$ cat src/rtl/matmul_pkg.sv
// Shared types and constants for the 2x2 matrix-multiplier tile.
package matmul_pkg;
    typedef enum logic [1:0] {LOAD, COMPUTE, UNLOAD} state_t;

    localparam int ELEM_W       = 8;
    localparam int N_OPND_BYTES = 8;
    localparam int N_RES_BYTES  = 8;
    localparam int N_MAC_CYCLES = 8;

    localparam logic [7:0] UIO_OE_MASK = 8'h0C;

    localparam int WR_BIT   = 0;
    localparam int RD_BIT   = 1;
    localparam int BUSY_BIT = 2;
    localparam int DONE_BIT = 3;
endpackage

$ cat src/rtl/strobe_sync.sv
// Synchronises an asynchronous strobe pin and emits a one-cycle pulse on its rising edge.
module strobe_sync #(
    parameter int N_SYNC = 2
) (
    input  logic clk,
    input  logic rst_n,
    input  logic pin,
    output logic pulse
);
    logic [N_SYNC-1:0] sync;
    logic              prev;

    always_ff @(posedge clk or negedge rst_n) begin
        if (!rst_n) begin
            sync <= '0;
            prev <= 1'b0;
        end else begin
            sync <= {sync[N_SYNC-2:0], pin};
            prev <= sync[N_SYNC-1];
        end
    end

    assign pulse = sync[N_SYNC-1] & ~prev;
endmodule

$ cat src/rtl/tt_um_matmul2x2_port.sv
// TinyTapeout top for the 2x2 matrix multiplier: byte-serial load, shared-multiplier compute, byte-serial unload.
// Build option: define MATMUL_SAT_EN to saturate results at 0xFFFF instead of wrapping.
module tt_um_matmul2x2_port
    import matmul_pkg::*;
#(
    parameter int N_SYNC = 2,
    parameter int ACC_W  = 16
) (
    input  logic       clk,
    input  logic       rst_n,
    input  logic       ena,
    input  logic [7:0] ui_in,
    input  logic [7:0] uio_in,
    output logic [7:0] uo_out,
    output logic [7:0] uio_out,
    output logic [7:0] uio_oe
);
    localparam int PROD_W = 2 * ELEM_W;

    state_t              state;
    logic [2:0]          idx;
    logic [2:0]          cnt;
    logic [ELEM_W-1:0]   opnd [N_OPND_BYTES];
    logic [ACC_W-1:0]    res  [4];
    logic [ACC_W:0]      acc;
    logic [7:0]          out_byte;
    logic                busy;
    logic                done;

    logic                wr_pulse;
    logic                rd_pulse;
    logic [1:0]          elem;
    logic                term;
    logic [ELEM_W-1:0]   mul_a;
    logic [ELEM_W-1:0]   mul_b;
    logic [PROD_W-1:0]   prod;
    logic [ACC_W:0]      sum;
    logic [2:0]          next_idx;
    logic                unused_pins;

    function automatic logic [ACC_W-1:0] fit_result(input logic [ACC_W:0] s);
`ifdef MATMUL_SAT_EN
        return s[ACC_W] ? {ACC_W{1'b1}} : s[ACC_W-1:0];
`else
        return s[ACC_W-1:0];
`endif
    endfunction

    function automatic logic [7:0] sel_byte(input logic [ACC_W-1:0] r, input logic lo);
        return lo ? r[7:0] : r[ACC_W-1 -: 8];
    endfunction

    strobe_sync #(.N_SYNC(N_SYNC)) u_wr_sync (
        .clk  (clk),
        .rst_n(rst_n),
        .pin  (uio_in[WR_BIT]),
        .pulse(wr_pulse)
    );

    strobe_sync #(.N_SYNC(N_SYNC)) u_rd_sync (
        .clk  (clk),
        .rst_n(rst_n),
        .pin  (uio_in[RD_BIT]),
        .pulse(rd_pulse)
    );

    // Each element takes two MAC cycles: even cycle loads a_i0*b_0j, odd cycle adds a_i1*b_1j.
    assign elem     = cnt[2:1];
    assign term     = cnt[0];
    assign mul_a    = opnd[{1'b0, elem[1], term}];
    assign mul_b    = opnd[{1'b1, term, elem[0]}];
    assign prod     = {{ELEM_W{1'b0}}, mul_a} * {{ELEM_W{1'b0}}, mul_b};
    assign sum      = acc + {{(ACC_W + 1 - PROD_W){1'b0}}, prod};
    assign next_idx = idx + 3'd1;

    always_ff @(posedge clk or negedge rst_n) begin
        if (!rst_n) begin
            state    <= LOAD;
            idx      <= '0;
            cnt      <= '0;
            acc      <= '0;
            out_byte <= '0;
            busy     <= 1'b0;
            done     <= 1'b0;
            for (int i = 0; i < N_OPND_BYTES; i++) opnd[i] <= '0;
            for (int i = 0; i < 4; i++) res[i] <= '0;
        end else if (ena) begin
            case (state)
                LOAD: begin
                    if (wr_pulse) begin
                        opnd[idx] <= ui_in;
                        idx       <= next_idx;
                        if (idx == 3'(N_OPND_BYTES - 1)) begin
                            state <= COMPUTE;
                            busy  <= 1'b1;
                            cnt   <= '0;
                        end
                    end
                end
                COMPUTE: begin
                    cnt <= cnt + 3'd1;
                    if (!term) acc <= {{(ACC_W + 1 - PROD_W){1'b0}}, prod};
                    else       res[elem] <= fit_result(sum);
                    if (cnt == 3'(N_MAC_CYCLES - 1)) begin
                        state    <= UNLOAD;
                        busy     <= 1'b0;
                        done     <= 1'b1;
                        idx      <= '0;
                        // c00 was finished on the second MAC cycle, so it is safe to present now.
                        out_byte <= sel_byte(res[0], 1'b0);
                    end
                end
                UNLOAD: begin
                    if (rd_pulse) begin
                        if (idx == 3'(N_RES_BYTES - 1)) begin
                            state    <= LOAD;
                            done     <= 1'b0;
                            out_byte <= '0;
                            idx      <= '0;
                        end else begin
                            idx      <= next_idx;
                            out_byte <= sel_byte(res[next_idx[2:1]], next_idx[0]);
                        end
                    end
                end
                default: state <= LOAD;
            endcase
        end
    end

    always_comb begin
        uio_out           = '0;
        uio_out[BUSY_BIT] = busy;
        uio_out[DONE_BIT] = done;
    end

    assign uo_out      = out_byte;
    assign uio_oe      = UIO_OE_MASK;
    assign unused_pins = &{1'b0, uio_in[7:2]};
endmodule
$ cat config.mk
export PLATFORM = sky130hd
export DESIGN_NAME = tt_um_matmul2x2_port
export DESIGN_NICKNAME = d
export VERILOG_FILES = /design/src/rtl/matmul_pkg.sv /design/src/rtl/strobe_sync.sv /design/src/rtl/tt_um_matmul2x2_port.sv
export SDC_FILE = /design/constraint.sdc
export NUM_CORES = 1
export LEC_CHECK = 0
export CAP_MARGIN = 30
export CORE_ASPECT_RATIO = 0.75
export CORE_MARGIN = 4
export CORE_UTILIZATION = 60
export CTS_CLUSTER_SIZE = 8
export DETAILED_ROUTE_END_ITERATION = 10
export PLACE_DENSITY = 0.87
export REMOVE_ABC_BUFFERS = 1
export SLEW_MARGIN = 20
export SYNTH_ARGS = -nofsm -noshare
export SYNTH_HDL_FRONTEND = slang
export SYNTH_SLANG_ARGS = --single-unit
export TNS_END_PERCENT = 20
$ cat constraint.sdc
create_clock -name clk -period 10.2 [get_ports clk]
set_clock_uncertainty 0.2 [all_clocks]
set_input_delay 2.04 -clock clk [delete_from_list [all_inputs] [get_ports clk]]
set_output_delay 2.04 -clock clk [all_outputs]
set_load 0.01 [all_outputs]
==> Word-level counts from Yosys, hierarchy flattened <==
Index checks and enable logic that the tools add are counted.
{ "classes": {"n_eq_ne": 9, "reduce_logical": 15, "bitwise_logic": 10, "multipliers": 1, "order_cmp": 7, "muxes": 42, "n_addsub": 3} }
{ "ops": {"columns": ["operator", "n"], "rows": [
  ["64-bit bitwise mux", 2],
  ["8-bit two-way mux", 9],
  ["8-bit binary-select mux with 3-bit select", 2],
  ["16-bit two-way mux", 3],
  ["16-bit binary-select mux with 2-bit select", 1],
  ["16-bit demux with 2-bit select", 1],
  ["8-bit demux with 3-bit select", 1],
  ["3-bit two-way mux", 6],
  ["16-bit adder", 1],
  ["8-bit by 8-bit multiplier with 16-bit output", 1],
  ["8-bit one-hot mux with 2 select lines", 1],
  ["5-bit AND reduction", 3],
  ["4-bit greater-or-equal comparator (second input constant)", 3],
  ["2-bit two-way mux", 5],
  ["3-bit one-hot mux with 3 select lines", 1],
  ["3-bit AND reduction", 3],
  ["2-bit inequality test (second input constant)", 4],
  ["3-bit NOT with 4-bit output", 2],
  ["4-bit AND reduction", 2],
  ["3-bit by 1-bit adder with 3-bit output (second input constant)", 2],
  ["3-bit equality test (second input constant)", 2],
  ["3-bit greater-or-equal comparator (second input constant)", 2],
  ["1-bit two-way mux", 6],
  ["2-bit NOT with 3-bit output", 2],
  ["other kinds (16)", 22]
]} }
{ "word_totals": {"register_bits": 168, "wordCells": 110} }

==> Logic depth before layout (Yosys ltp) <==
{ "logic_depth": {"word_depth": 9, "mapped_depth": 27, "mapped_depth_nobuf": 24} }

==> By module <==
From an unflattened synthesis, not the netlist that was laid out.
{ "unflattened": {"cells_unflattened": 926, "hier_area_um2": 10371.2} }
{ "by_module_without_submodules": {"columns": ["module", "n_inst", "area_per_inst_um2", "cells_per_inst", "seq_area_each_um2"], "rows": [
  ["tt_um_matmul2x2_port", 1, 10193.5, 918, 4053.9],
  ["strobe_sync", 2, 88.8, 4, 75.1]
]} }

==> Least setup slack after synthesis <==
OpenSTA, ideal clock, no wires.
{ "synth_path": {"path_kind": "register to register", "from": "register cnt[0]", "to": "register res[47] (netlist name)", "setup_slack_ns": 3.307, "n_path_buf": 2, "setup_ns": 0.125, "path_stages_with_launch": 25, "arrival_ns": 6.568, "cell_sequence": "dfrtp_1 buf_2 clkbuf_1 mux4_2 and2_1 fa_1 fa_1 fa_1 inv_1 fa_1 inv_1 ha_1 o21a_1 o21a_1 and4_1 a2111oi_2 xnor2_1 ha_1 and2_1 nor2b_1 o211ai_1 nand2_1 a221oi_2 xnor2_1 mux2_2"} }
{ "synth_via": {"elab_chain_len": 7} }
{ "synth_rtl": {"columns": ["element", "line_no", "source"], "rows": [
  ["from (decl)", "tt_um_matmul2x2_port.sv:22", "logic [2:0] cnt;"],
  ["from (signal assigned)", "tt_um_matmul2x2_port.sv:101", "cnt <= cnt + 3'd1;"],
  ["2-bit NOT with 4-bit output (implied by the code) or 3-bit NOT with 4-bit output (tied branches)", "tt_um_matmul2x2_port.sv:70, tt_um_matmul2x2_port.sv:71", null],
  ["8-bit binary-select mux with 3-bit select, on equally long branches", "tt_um_matmul2x2_port.sv:70, tt_um_matmul2x2_port.sv:71", null],
  ["8-bit two-way mux, on equally long branches (2 in series)", "tt_um_matmul2x2_port.sv:70, tt_um_matmul2x2_port.sv:71", null],
  ["8-bit by 8-bit multiplier with 16-bit output *", "tt_um_matmul2x2_port.sv:72", "assign prod = {{ELEM_W{1'b0}}, mul_a} * {{ELEM_W{1'b0}}, mul_b};"],
  ["net prod[12]", "tt_um_matmul2x2_port.sv:36", "logic [PROD_W-1:0] prod;"],
  ["16-bit adder *", "tt_um_matmul2x2_port.sv:73", "assign sum = acc + {{(ACC_W + 1 - PROD_W){1'b0}}, prod};"],
  ["64-bit bitwise mux *", "tt_um_matmul2x2_port.sv:103", "else res[elem] <= fit_result(sum);"],
  ["to (signal, indexed assignment)", "tt_um_matmul2x2_port.sv:103", null],
  ["to (decl)", "tt_um_matmul2x2_port.sv:24", "logic [ACC_W-1:0] res [4];"]
]} }
Mark *: on every way through the listed nets, which the timed path passes. The rest lies on a longest branch. The select of a mux whose other input is x is not followed.
A chain may end at the register's enable or synchronous reset.

==> Worst setup path after layout <==
{ "layout_path": {"from": "register cnt[0]", "to": "register res[14] (netlist name)"} }
Same word-level chain as after synthesis.

==> flow_summary.yaml <==
floorplan:
  die_y_um: 122
  die_w_um: 160
  coreArea_um2: 16900
  io_pins: 43
  die_area_um2: 19400
  fp-row-count: 41
  initial_core_util_pct: 61.4
routing:
  wl_um: 21700
  dr.pass1.iters: 5
  ant_nets: 0
  drt-vias-per-instance: 6.18
  first_iter_violations: 380
  vias: 6671
  drc: 0
  wl_per_cell_um: 20.1
cells_and_area:
  syn_to_final_growth_pct: 9.65
  drive_above_1_share_pct: 26.0
  final_nets: 967
  n_antenna_cell: 0
  multi_input_area_um2: 5680
  seq_area_um2: 4200
  n_fill_cell: 1109
cts:
  cts_setup_buffers: 0
  cts_tree: "built"
  htree_levels: 4
  postCtsHoldBufs: 0
  clock-root-buffer: "clkbuf_16"
  clk-insertion-delay-late_ps: 430
  path_clk_slew_ps: 70
  clockBufferDepth: 2
  cts_resized: 0
  numCtsBuffers: 17
  cts_sinks: 168
global_route:
  overflow: 0
  antenna_found_initial: 0
  grt_pass1_wl_um: 36200
  grt_use_total_pct: 23.3
  grt_max_degree: 91
  grt_pass1_vias: 7094
yosys:
  synth.distinct_cells: 53
  syn_inst: 835
  synth_top_area_share_pct: 40.6
  ys_seq_area_share_pct: 40.6
  yosys_warnings: 0
  avgSynthCellArea_um2: 12.4
  ys_ff_latch: 168
  synth_area_leader_cell: "dfrtp_1"
  yosys-top-cells-area: "dfrtp_1 41%, mux2_2 15%, fa_1 7.2%, ha_1 7.1%, mux4_2 7.0%"
  synth_flop_cell: "dfrtp_1"
  syn_area_um2: 10400
  async_reset_ff_share_pct: 100
  synth_enable_flop_cells: 0
sta:
  slew_viol_final: 0
  slew_headroom_pct: 36.5
  tightest_slew_ps: 950
  finalCritPeriodShare_pct: 72.9
  timing.setup.tns_ps: 0
  fmax_ghz: 0.134
  setup_viol: 0
  hold_viol_final: 0
  rsz0062_at_grt: "no"
  min_period_ps: 7440
critical_path:
  critPathKind: "register to register"
  worstPathArrival_ps: 7550
  path_max_fanout: 14
  startpoint_type: "register"
  end_kind: "register"
  required_ps: 10310
power_and_ir_drop:
  p_per_area_nw_per_um2: 272
  clkPwrFrac_pct: 21.1
  swShare_pct: 40.9
  intPower_mw: 1.83
  combPwrFrac_pct: 47.8
  power.net_switching_mw: 1.26
  power_frac_seq_pct: 31.1
  total_power_mw: 3.09
  power.leakage_nw: 5.56
  vdd_drop_max_mv: 0.207
run_status:
  status: "completed"
min_path:
  hold_class: "register to register"
run:
  max_cap_viol_count: 0
placement:
  portBuffers: 22
  dp_hpwl_um: 14200
  gp_congestion: 0.817
critical path, stage by stage (launching register included):
cell,delay [ps]
dfrtp_1,750
buf_8,230
mux4_2,630
and2_1,240
fa_1,520
fa_1,500
fa_1,490
inv_1,50
fa_1,470
inv_1,40
ha_1,330
o21a_1,130
o21a_1,180
and4_1,210
a2111oi_2,370
xnor2_1,190
ha_1,380
inv_1,50
o21bai_1,260
o21bai_1,150
a21oi_1,80
a221oi_1,360
o41ai_2,190
mux2_2,300
metal layers:
metal	up-vias	wire length, um	share of wire [%]	GRT usage (%)
met1	3468	9710	45	32.4
met3	44	987	4.5	4.73
met4	0	386	1.8	7.64
met5	-	0	0	0
met2	192	10600	49	37.4
li1	2967	-	-	-
final cells by class:
type	instances	area share, %
Multi-Input combinational cell	563	50.0
Timing Repair Buffer	29	2.86
Clock inverter	14	1.42
Sequential cell	168	37.0
Clock buffer	18	3.87
Inverter	73	2.41
Tap cell	215	2.37
cell families (layout without fill, tap and decap cells):
kind of cell               count (synthesis)  count (layout)  share of synthesized area, %
xor gates and xnor gates                  23              23                          1.95
adders and majority gates                 96              96                          14.3
AOI/OAI and AO/OA                        110             110                          7.48
DFF                                      168             168                          40.6
other                                      2              14                        0.0725
buffers and inverters                    116             134                          5.01
and+or+nand+nor                          137             137                          7.41
muxes                                    183             183                          23.2
power groups by stage:
stage	Clock (mW)	Combinational (mW)	Sequential (mW)
after floorplan	0	1.04	0.936
after CTS	0.656	1.46	0.961
after global routing	0.690	1.63	0.979
final	0.652	1.48	0.960
after detailed placement	0	1.42	0.967
after global placement	0	1.35	0.954
layout by cell type, fill, tap and decap left out, drive strengths merged, types with 3 or more instances in the layout:
cell type,count
and3,3
o221ai,8
nor2,11
ha,59
clkinv,3
a21oi,26
mux2,137
clkdlybuf4s50,21
xor2,5
a221oi,3
nand3,11
o21bai,6
clkinvlp,3
and2,54
mux4,32
o21a,13
fa,37
nor3,6
conb,14
nand2,33
nor2b,6
o21ai,25
xnor2,18
clkbuf,18
inv,80
nand2b,5
buf,8
dfrtp,168
o211ai,5
a21o,10
mux2i,14
cell usage after synthesis, types with 2 or more instances:
library cell,number
a21oi_1,25
nand2b_1,5
and4_1,2
o21a_1,13
and3_1,2
and2_1,54
o31ai_1,2
mux2i_1,14
nand4_1,2
o211ai_1,5
inv_1,73
a211oi_1,2
ha_1,59
nor2_1,11
xor2_1,5
a21o_1,9
clkbuf_1,14
nor3b_1,2
buf_4,20
xnor2_1,18
o21bai_1,6
dfrtp_1,168
fa_1,37
nand2_1,33
nor2b_1,6
conb_1,2
o221ai_1,8
mux2_2,137
o21ai_0,25
nor3_2,5
buf_1,2
nand3_1,11
mux4_2,32
buf_2,7
sequential cells by signal (all words and copies together), names as in the netlist:
| name | count |
|---|---|
| u_rd_sync.sync | 2 |
| cnt | 3 |
| opnd | 64 |
| idx | 3 |
| state | 2 |
| busy | 1 |
| u_rd_sync.prev | 1 |
| res | 64 |
| u_wr_sync.prev | 1 |
| done | 1 |
| acc | 16 |
| uo_out | 8 |
| u_wr_sync.sync | 2 |
final timing paths:
check / startpoint / endpoint / slack [ps] / cells after the start
min in group asynchronous: rst_n / res[61] / 1460 / 1
setup reg to reg: cnt[0] / res[14] / 2760 / 23
hold / removal: u_rd_sync.sync[0] / u_rd_sync.sync[1] / 160 / 0
max in group asynchronous: rst_n / opnd[61] / 7100 / 3
hold reg to reg: u_rd_sync.sync[0] / u_rd_sync.sync[1] / 160 / 0
setup / recovery: cnt[0] / res[14] / 2760 / 23
per-stage QoR:
step	area (um^2)	worst slack, ps	instances	hold WS (ps)	util, %
global placement	10700	2800	1044	133	63.2
floorplan	10200	3420	804	131	-
CTS	11300	2610	1077	155	67.0
detailed placement	10700	2670	1045	140	63.4
finish	11400	2760	1080	157	67.3
global route	11400	2390	1080	168	67.3
(Power assumes the default switching activity.)
